==> config.mk <==
export PLATFORM = sky130hd
export DESIGN_NAME = dec_pipe_flat
export DESIGN_NICKNAME = d
export VERILOG_FILES = /design/src/rtl/dec_pipe_if.sv /design/src/rtl/dec_pipe.sv /design/src/flat_wrapper.sv
export SDC_FILE = /design/constraint.sdc
export NUM_CORES = 1
export LEC_CHECK = 0
export ABC_AREA = 1
export CAP_MARGIN = 20
export CORE_ASPECT_RATIO = 1.2
export CORE_UTILIZATION = 60
export CTS_BUF_LIST = sky130_fd_sc_hd__clkbuf_8 sky130_fd_sc_hd__clkbuf_16
export DETAILED_ROUTE_END_ITERATION = 8
export DONT_BUFFER_PORTS = 1
export PLACE_DENSITY = 0.76
export SYNTH_ARGS = -nofsm -noshare
export SYNTH_HDL_FRONTEND = slang
export SYNTH_SLANG_ARGS = --single-unit
==> constraint.sdc <==
create_clock -name clk -period 4.4 [get_ports clk]
set_clock_uncertainty 0.1 [all_clocks]
set_input_delay 0.88 -clock clk [delete_from_list [all_inputs] [get_ports clk]]
set_output_delay 0.88 -clock clk [all_outputs]
set_load 0.1 [all_outputs]
==> src/rtl/dec_pipe_if.sv <==
// Handshake and decoded-field bundle between fetch, the decode stage and register-read.
interface dec_pipe_if #(
  parameter int unsigned OP_W   = 5,
  parameter int unsigned REG_W  = 5,
  parameter int unsigned INST_W = 20,
  parameter int unsigned CNT_W  = 8
);
  logic                 flush;
  logic                 in_valid;
  logic                 in_ready;
  logic [OP_W-1:0]      in_op;
  logic [INST_W-1:0]    in_inst;
  logic                 out_valid;
  logic                 out_ready;
  logic [1:0]           out_cls;
  logic [REG_W-1:0]     rd;
  logic [REG_W-1:0]     rs;
  logic [REG_W-1:0]     rt;
  logic [3*REG_W-1:0]   bamt;
  logic                 we_rf;
  logic                 we_dmem;
  logic [CNT_W-1:0]     stall_cnt;

  // Environment side: drives instructions, flush and downstream ready.
  modport master (
    output flush, in_valid, in_op, in_inst, out_ready,
    input  in_ready, out_valid, out_cls, rd, rs, rt, bamt, we_rf, we_dmem, stall_cnt
  );

  // Decode stage side.
  modport slave (
    input  flush, in_valid, in_op, in_inst, out_ready,
    output in_ready, out_valid, out_cls, rd, rs, rt, bamt, we_rf, we_dmem, stall_cnt
  );
endinterface

==> src/rtl/dec_pipe.sv <==
// Registered instruction decode stage with valid/ready flow control, flush,
// load-use interlock (one bubble) and a saturating bubble counter.
module dec_pipe #(
  parameter int unsigned OP_W   = 5,
  parameter int unsigned REG_W  = 5,
  parameter int unsigned INST_W = 20,
  parameter int unsigned OP_LD  = 12,
  parameter int unsigned OP_ST  = 13,
  parameter int unsigned OP_RX  = 11,
  parameter int unsigned CNT_W  = 8
) (
  input  logic       clk,
  input  logic       rst_n,
  dec_pipe_if.slave  bus
);

  localparam int unsigned F_W = 3 * REG_W;
  localparam logic [CNT_W-1:0] CNT_MAX = '1;

  typedef enum logic [1:0] {CLS_R = 2'd0, CLS_LD = 2'd1, CLS_ST = 2'd2, CLS_JMP = 2'd3} cls_e;

  cls_e             w_cls;
  logic [F_W-1:0]   w_f;
  logic [REG_W-1:0] w_f2, w_f1, w_f0;
  logic [REG_W-1:0] w_rd, w_rs, w_rt;
  logic [F_W-1:0]   w_bamt;
  logic             w_we_rf, w_we_dmem;
  logic             w_hit, w_hazard, w_ready, w_accept;

  cls_e             r_cls;
  logic             r_valid;
  logic [REG_W-1:0] r_rd, r_rs, r_rt;
  logic [F_W-1:0]   r_bamt;
  logic             r_we_rf, r_we_dmem;
  logic [CNT_W-1:0] r_stall;

  assign w_f  = bus.in_inst[F_W-1:0];
  assign w_f2 = w_f[F_W-1 -: REG_W];
  assign w_f1 = w_f[2*REG_W-1 -: REG_W];
  assign w_f0 = w_f[REG_W-1:0];

  // Payload bits above the packed register fields carry nothing this stage uses.
  if (INST_W > F_W) begin : g_unused
    logic w_unused_hi;
    assign w_unused_hi = ^bus.in_inst[INST_W-1:F_W];
  end

  // Instruction class from opcode; anything not R/LOAD/STORE is a jump.
  always_comb begin
    w_cls = CLS_JMP;
    if (bus.in_op == OP_W'(OP_LD))
      w_cls = CLS_LD;
    else if (bus.in_op == OP_W'(OP_ST))
      w_cls = CLS_ST;
    else if ((bus.in_op < OP_W'(7)) || (bus.in_op == OP_W'(OP_RX)))
      w_cls = CLS_R;
  end

  // Field split per class; unused fields forced to zero so nothing stale is registered.
  always_comb begin
    w_rd      = '0;
    w_rs      = '0;
    w_rt      = '0;
    w_bamt    = '0;
    w_we_rf   = 1'b0;
    w_we_dmem = 1'b0;
    case (w_cls)
      CLS_R:   begin w_rd = w_f2; w_rs = w_f1; w_rt = w_f0; w_we_rf = 1'b1; end
      CLS_LD:  begin w_rd = w_f2; w_rt = w_f1; w_rs = w_f0; w_we_rf = 1'b1; end
      CLS_ST:  begin w_rs = w_f2; w_rd = w_f1; w_we_dmem = 1'b1; end
      default: begin w_bamt = w_f; end
    endcase
  end

  // Load-use check: does the incoming instruction read the held load's destination.
  always_comb begin
    w_hit = 1'b0;
    case (w_cls)
      CLS_R:   w_hit = (w_rs == r_rd) || (w_rt == r_rd);
      CLS_LD:  w_hit = (w_rs == r_rd);
      CLS_ST:  w_hit = (w_rs == r_rd) || (w_rd == r_rd);
      default: w_hit = 1'b0;
    endcase
  end

  assign w_hazard = r_valid && (r_cls == CLS_LD) && (r_rd != '0) && w_hit;
  assign w_ready  = (!r_valid || bus.out_ready) && !w_hazard && !bus.flush;
  assign w_accept = bus.in_valid && w_ready;

  // Output register: flush wins, then accept, then drain on downstream ready.
  always_ff @(posedge clk or negedge rst_n) begin
    if (!rst_n) begin
      r_valid   <= 1'b0;
      r_cls     <= CLS_R;
      r_rd      <= '0;
      r_rs      <= '0;
      r_rt      <= '0;
      r_bamt    <= '0;
      r_we_rf   <= 1'b0;
      r_we_dmem <= 1'b0;
    end else if (bus.flush) begin
      r_valid <= 1'b0;
    end else if (w_accept) begin
      r_valid   <= 1'b1;
      r_cls     <= w_cls;
      r_rd      <= w_rd;
      r_rs      <= w_rs;
      r_rt      <= w_rt;
      r_bamt    <= w_bamt;
      r_we_rf   <= w_we_rf;
      r_we_dmem <= w_we_dmem;
    end else if (r_valid && bus.out_ready) begin
      r_valid <= 1'b0;
    end
  end

  // Bubble counter: a hazard with downstream ready drains the load and leaves a gap.
  always_ff @(posedge clk or negedge rst_n) begin
    if (!rst_n)
      r_stall <= '0;
    else if (w_hazard && bus.out_ready && !bus.flush && (r_stall != CNT_MAX))
      r_stall <= r_stall + CNT_W'(1);
  end

  assign bus.in_ready  = w_ready;
  assign bus.out_valid = r_valid;
  assign bus.out_cls   = 2'(r_cls);
  assign bus.rd        = r_rd;
  assign bus.rs        = r_rs;
  assign bus.rt        = r_rt;
  assign bus.bamt      = r_bamt;
  assign bus.we_rf     = r_we_rf;
  assign bus.we_dmem   = r_we_dmem;
  assign bus.stall_cnt = r_stall;

endmodule

==> src/flat_wrapper.sv <==
// flat-port wrapper written by rule: the top's interface ports become plain ports
module dec_pipe_flat 
#(
  parameter int unsigned OP_W   = 5,
  parameter int unsigned REG_W  = 5,
  parameter int unsigned INST_W = 20,
  parameter int unsigned OP_LD  = 12,
  parameter int unsigned OP_ST  = 13,
  parameter int unsigned OP_RX  = 11,
  parameter int unsigned CNT_W  = 8
)
  (clk, rst_n, bus_flush, bus_in_valid, bus_in_op, bus_in_inst, bus_out_ready, bus_in_ready, bus_out_valid, bus_out_cls, bus_rd, bus_rs, bus_rt, bus_bamt, bus_we_rf, bus_we_dmem, bus_stall_cnt);
  dec_pipe_if #(.OP_W(OP_W), .REG_W(REG_W), .INST_W(INST_W), .CNT_W(CNT_W)) bus_i ();
  input  logic clk;
  input  logic rst_n;
  input wire logic [$bits(bus_i.flush)-1:0] bus_flush;
  input wire logic [$bits(bus_i.in_valid)-1:0] bus_in_valid;
  input wire logic [$bits(bus_i.in_op)-1:0] bus_in_op;
  input wire logic [$bits(bus_i.in_inst)-1:0] bus_in_inst;
  input wire logic [$bits(bus_i.out_ready)-1:0] bus_out_ready;
  output wire logic [$bits(bus_i.in_ready)-1:0] bus_in_ready;
  output wire logic [$bits(bus_i.out_valid)-1:0] bus_out_valid;
  output wire logic [$bits(bus_i.out_cls)-1:0] bus_out_cls;
  output wire logic [$bits(bus_i.rd)-1:0] bus_rd;
  output wire logic [$bits(bus_i.rs)-1:0] bus_rs;
  output wire logic [$bits(bus_i.rt)-1:0] bus_rt;
  output wire logic [$bits(bus_i.bamt)-1:0] bus_bamt;
  output wire logic [$bits(bus_i.we_rf)-1:0] bus_we_rf;
  output wire logic [$bits(bus_i.we_dmem)-1:0] bus_we_dmem;
  output wire logic [$bits(bus_i.stall_cnt)-1:0] bus_stall_cnt;
  assign bus_i.flush = bus_flush;
  assign bus_i.in_valid = bus_in_valid;
  assign bus_i.in_op = bus_in_op;
  assign bus_i.in_inst = bus_in_inst;
  assign bus_i.out_ready = bus_out_ready;
  assign bus_in_ready = bus_i.in_ready;
  assign bus_out_valid = bus_i.out_valid;
  assign bus_out_cls = bus_i.out_cls;
  assign bus_rd = bus_i.rd;
  assign bus_rs = bus_i.rs;
  assign bus_rt = bus_i.rt;
  assign bus_bamt = bus_i.bamt;
  assign bus_we_rf = bus_i.we_rf;
  assign bus_we_dmem = bus_i.we_dmem;
  assign bus_stall_cnt = bus_i.stall_cnt;
  dec_pipe #(.OP_W(OP_W), .REG_W(REG_W), .INST_W(INST_W), .OP_LD(OP_LD), .OP_ST(OP_ST), .OP_RX(OP_RX), .CNT_W(CNT_W)) u_core (.clk(clk), .rst_n(rst_n), .bus(bus_i));
endmodule
==> results of run 1 <==
==> cell usage after synthesis <==
master,number
inv_2,2
nor2_1,24
nand3_4,1
a21oi_1,1
clkinv_1,1
ha_1,1
nand2_4,1
nand2_1,118
nor2_4,2
nand4_1,56
buf_6,1
o21ai_0,7
buf_2,7
nand3_1,31
xnor2_1,1
o21ai_1,7
dfrtp_1,43
buf_4,4
nand3b_1,1
buf_1,1
nand2_2,2
clkbuf_1,7
nor3_1,1
nand3_2,1
nor2_2,1
xor2_1,5
inv_1,34
a311oi_1,1
a21boi_0,1
==> sequential cells by signal, indices dropped and copies added (netlist names) <==
register	flops
u_core.bus.rt	5
u_core.bus.we_rf	1
u_core.bus.rd	5
u_core.bus.we_dmem	1
u_core.bus.stall_cnt	8
u_core.bus.out_valid	1
u_core.bus.rs	5
u_core.bus.bamt	15
u_core.bus.out_cls	2
==> kinds of logic (layout without fill, tap and decap cells) <==
kind of cell	count (synthesis)	in the layout	synth area share
flops	43	43	0.412
xor+xnor	6	6	0.0201
compound gates	17	17	0.0350
simple gates	239	239	0.434
fa+ha+maj	1	1	0.00480
buf+inv	57	53	0.0940
==> through the flow <==
step	instance area, µm²	setup slack, ns
final	2750	0.707
after global routing	2750	0.549
after CTS	2750	0.740
after detailed placement	2650	0.747
after global placement	2650	0.766
after floorplan	2610	0.255
==> metal layers <==
layer	global-route usage	part of all wire	vias to the layer above	wire length, µm
met5	0	0	-	0
met4	0.101	0.021	0	132
met3	0.0613	0.061	14	390
met2	0.538	0.50	79	3190
met1	0.357	0.42	1109	2640
li1	-	-	1202	-
==> worst min-delay path by stage <==
stage / end / slack, ns / cells past startpoint
2_1_floorplan: u_core.bus.bamt[0] / 0.48 / 0
6_report: u_core.bus.bamt[9] / 0.17 / 0
3_3_place_gp: u_core.bus.bamt[7] / 0.49 / 0
4_1_cts: u_core.bus.rd[0] / 0.17 / 0
3_5_place_dp: u_core.bus.bamt[7] / 0.49 / 0
5_1_grt: u_core.bus.bamt[9] / 0.16 / 0
==> power groups by stage <==
stage               clock network [mW]  logic, mW  registers, mW
CTS                              0.301      0.232          0.726
floorplan                            0      0.129          0.793
detailed placement                   0      0.232          0.734
finish                           0.291      0.232          0.725
global route                     0.309      0.257          0.731
global placement                     0      0.227          0.733
==> cell type report <==
class / instances / area share
clock buffers: 5 / 0.0250
clock inverters: 2 / 0.0123
inverters: 37 / 0.0505
multi-input cells: 263 / 0.471
flip-flops and latches: 43 / 0.392
well taps: 54 / 0.0246
repair buffers: 9 / 0.0246
==> worst register-to-register path: cells and delay by family, from the launching register on <==
family | cells | cell delay [ns]
AOI/OAI and AO/OA | 2 | 0.45
and+or+nand+nor | 3 | 0.98
DFF | 1 | 1.00
==> results.json, run 1 <==
{
  "status": "complete, no violations",
  "n_antenna_cell": 0,
  "root_buffer": "clkbuf_8",
  "ir_drop_mv": 0.246,
  "rr_worst_depth": 5,
  "worst_pin_slew_ns": 0.990,
  "syn_to_final_growth_pct": 5.32,
  "syn_inst": 363,
  "vias": 2404,
  "hold_ws_ns": 0.172,
  "period_share": 0.839,
  "min_period_ns": 3.69,
  "most-common-layout-cells": "118 x nand2_1, 56 x nand4_1, 43 x dfrtp_1",
  "synthDominantCellAreaShare": 0.412,
  "cts_tree": "built",
  "rsz0062_at_grt": "false",
  "final_nets": 390,
  "design_power_total_mw": 1.25,
  "die_width_um": 62.2,
  "min_path_type": "in -> async",
  "cts_buffers": 5,
  "arrival_ns": 2.71,
  "tns_ns": 0,
  "critPathKind": "in -> out",
  "r2r-start": "u_core.bus.out_valid",
  "layout_commonest_cell": "nand2_1",
  "worst-path-buf-inv": 1,
  "syn_area_mm2": 0.00261,
  "multi_input_area_mm2": 0.00129,
  "cellLeakagePower_nw": 1.45,
  "slew_violations": 0,
  "cp-start-kind": "primary input",
  "cp_num_cells": 7,
  "dp_hpwl_um": 4480,
  "drt-total-wl_um": 6350,
  "wl_per_cell_um": 15.4,
  "p_int_mw": 0.656,
  "gp_congestion": 0.959,
  "p_per_area_mw_per_mm2": 455,
  "cap_violations": 0,
  "grt_pass1_vias": 2338,
  "cpMaxStageDelayCell": "nor2_1",
  "fillerInstances": 362,
  "drc": 0,
  "cpPeakStageDelay_ns": 0.55,
  "endpoint": "bus_in_ready",
  "ys_warn_count": 0,
  "ctsHoldBuffers": 0,
  "worstPathMaxFanout": 16,
  "antenna_found_initial": 0,
  "die-height_um": 74.2,
  "p_comb_frac": 0.186,
  "ys_ff_latch": 43,
  "drt_iter0_markers": 179,
  "r2r_setup_slack_ns": 1.73,
  "grt_max_degree": 44,
  "clock-sinks": 43,
  "synth_area_leader_cell": "dfrtp_1",
  "path_cells": "nor2_1 > nand2_1 > nand2_2 > nand3b_1 > nor2_2 > a21boi_2 > buf_4",
  "gr-total-overflow": 0,
  "p_clk_frac": 0.233,
  "cp_top_family": "simple AND/OR/NAND/NOR gates",
  "max_slew_margin": 0.340,
  "max_freq_mhz": 271,
  "grt_pass1_wl_um": 10700,
  "sequentialPowerShare": 0.581,
  "drive_gt1_frac": 0.0752,
  "cp-end-kind": "output port",
  "die_area_mm2": 0.00462,
  "ant_nets": 0,
  "start_util": 0.642,
  "portBuffers": 0,
  "worst_ep_required_time_ns": 3.42,
  "routed_via_density": 5.82,
  "reg2reg_to": "u_core.bus.out_valid",
  "synth_top_cells_by_area": "dfrtp_1 41%, nand2_1 17%, nand4_1 13%",
  "postSynthNetCount": 394,
  "cts_setup_buffers": 0,
  "hold_viol": 0,
  "placed_cells": 406,
  "worstSetupStartpoint": "bus_in_op[0]",
  "placementRows": 25,
  "drt_first_pass_iters": 4,
  "io_pins": 74,
  "setup_viol": 0,
  "sw_frac_of_total": 0.475,
  "cts.htree.levels": 2,
  "grtUsageTotal": 0.297,
  "ys_seq_area_frac": 0.412,
  "power_switching_mw": 0.593,
  "cts.path.max_buffers": 2,
  "register_area_mm2": 0.00108,
  "clock_latency_ns": 0.29,
  "synth_cell_type_count": 29,
  "core-area_mm2": 0.00407,
  "path_clk_slew_ns": 0.08,
  "syn_avg_cell_area_um2": 7.19,
  "fin_util": 0.676,
  "cts_resized": 0,
  "fin_cells": 413
}
Note: power is estimated with default switching activity, not from simulation.
==> inputs of run 2 (changes only) <==
Settings changed: CORE_UTILIZATION 60 to 57, PLACE_DENSITY 0.76 to 0.75.
Clock period 4.4 ns to 3.2 ns, I/O delays scaled along.
==> run 2 against run 1 <==
  * Critical path depth is 4 higher
  * Setup slack worse by 0.49 ns
  * Sequential power is 35% higher
  * Clock power is 34% higher
  * Via count is 5.0% higher
  * Highest routed layer unchanged
==> results.json, run 2 (same netlist as run 1, synthesis figures left out) <==
{
  "syn_to_final_growth_pct": 9.88,
  "cp-start-kind": "primary input",
  "vias": 2523,
  "path_cells": "nand3_1 > nand4_1 > nand3_1 > nand2_1 > nand2_1 > nand2_1 > nor2_1 > nand2_1 > nand2_2 > a21boi_2 > buf_12",
  "status": "complete, no violations",
  "layout_commonest_cell": "nand2_1",
  "drt_iter0_markers": 203,
  "worstPathMaxFanout": 11,
  "drc": 0,
  "die-height_um": 76.1,
  "die_width_um": 63.8,
  "gr-total-overflow": 0,
  "path_clk_slew_ns": 0.09,
  "cpMaxStageDelayCell": "nand3_1",
  "antenna_found_initial": 0,
  "worst_ep_required_time_ns": 2.46,
  "ir_drop_mv": 0.434,
  "fin_util": 0.663,
  "io_pins": 74,
  "die_area_mm2": 0.00485,
  "grtUsageTotal": 0.285,
  "critPathKind": "in -> out",
  "gp_congestion": 0.929,
  "arrival_ns": 2.24,
  "rsz0062_at_grt": "false",
  "cts.htree.levels": 2,
  "r2r-start": "u_core.bus.stall_cnt[6]",
  "max_slew_margin": 0.359,
  "most-common-layout-cells": "118 x nand2_1, 56 x nand4_1, 43 x dfrtp_1",
  "min_period_ns": 2.98,
  "cellLeakagePower_nw": 1.52,
  "endpoint": "bus_in_ready",
  "core-area_mm2": 0.00433,
  "drt-total-wl_um": 6690,
  "reg2reg_to": "u_core.bus.stall_cnt[1]",
  "clock_latency_ns": 0.30,
  "p_per_area_mw_per_mm2": 605,
  "n_antenna_cell": 0,
  "portBuffers": 0,
  "fin_area_mm2": 0.00287,
  "tns_ns": 0,
  "start_util": 0.603,
  "final_nets": 402,
  "grt_pass1_wl_um": 10900,
  "placementRows": 26,
  "grt_pass1_vias": 2310,
  "setup_viol": 0,
  "largest_reg_flops": 15,
  "cts.path.max_buffers": 2,
  "root_buffer": "clkbuf_8",
  "place_area_mm2": 0.00274,
  "worstSetupStartpoint": "bus_in_op[0]",
  "cpPeakStageDelay_ns": 0.34,
  "max_freq_mhz": 335,
  "cts_buffers": 5,
  "cts_setup_buffers": 0,
  "grt_max_degree": 44,
  "cp_common_cell": "nand2_1",
  "cp-end-kind": "output port",
  "cts_tree": "built",
  "slew_violations": 0,
  "hold_viol": 0,
  "drt_first_pass_iters": 6,
  "dp_hpwl_um": 4790,
  "cap_violations": 0,
  "r2r_setup_slack_ns": 1.10,
  "cts_resized": 0,
  "period_share": 0.932,
  "routed_via_density": 5.89,
  "wl_per_cell_um": 15.6,
  "rr_worst_depth": 4,
  "ant_nets": 0,
  "fillerInstances": 390,
  "min_path_type": "in -> async",
  "clock-sinks": 43,
  "worst_pin_slew_ns": 0.961,
  "drive_gt1_frac": 0.110
}
==> run 2: layout make-up <==
type	instances	area, µm²	area share
Clock inverter	1	7.51	0.00262
Sequential cell	43	1080	0.375
Clock buffer	7	96.3	0.0336
Inverter	37	139	0.0485
Timing Repair Buffer	21	183	0.0637
Tap cell	56	70.1	0.0244
Multi-Input combinational cell	263	1290	0.452
==> run 2: worst max-delay path: cells and delay by family <==
family	cells	cell delay (ns)
AO/OA/AOI/OAI	1	0.22
buffers and inverters	1	0.20
AND/OR/NAND/NOR	9	1.18
==> run 2: worst min path at each step <==
stage / startpoint / endpoint / slack [ns] / cells after the start
2_1_floorplan: rst_n / u_core.bus.bamt[0] / 0.24 / 0
3_3_place_gp: rst_n / u_core.bus.stall_cnt[4] / 0.25 / 0
3_5_place_dp: rst_n / u_core.bus.stall_cnt[4] / 0.25 / 0
4_1_cts: rst_n / u_core.bus.stall_cnt[4] / 0.09 / 1
5_1_grt: rst_n / u_core.bus.bamt[1] / 0.09 / 1
6_report: rst_n / u_core.bus.rt[4] / 0.08 / 1
==> run 2: metal layers <==
| metal | up-vias | track usage | part of all wire |
|---|---|---|---|
| met4 | 0 | 0.116 | 0.025 |
| li1 | 1231 | - | - |
| met3 | 13 | 0.0734 | 0.088 |
| met2 | 116 | 0.459 | 0.47 |
| met5 | - | 0 | 0 |
| met1 | 1163 | 0.359 | 0.42 |
==> run 2: stage by stage <==
| stage | setup WS (ns) | hold WS, ns | total power, mW | cells |
|---|---|---|---|---|
| finish | 0.217 | 0.0770 | 1.73 | 428 |
| global route | 0.148 | 0.0939 | 1.79 | 428 |
| CTS | 0.289 | 0.0877 | 1.73 | 428 |
| detailed placement | 0.289 | 0.245 | 1.34 | 419 |
| global placement | 0.325 | 0.245 | 1.34 | 419 |
| floorplan | 0.0222 | 0.244 | 1.27 | 363 |
==> run 2: what timing repair did <==
item                                    4_1_cts  5_1_grt
hold buffers                                  1        0
hold endpoints to repair                     43        0
endpoints found under the setup margin        0        0
==> run 2: where the power goes <==
part | internal, mW | total (mW) | switching [mW] | leakage, nW
clock | 0.196 | 0.389 | 0.192 | 0.0505
combinational | 0.0944 | 0.366 | 0.272 | 0.899
sequential | 0.594 | 0.979 | 0.385 | 0.568
total | 0.885 | 1.73 | 0.849 | 1.52
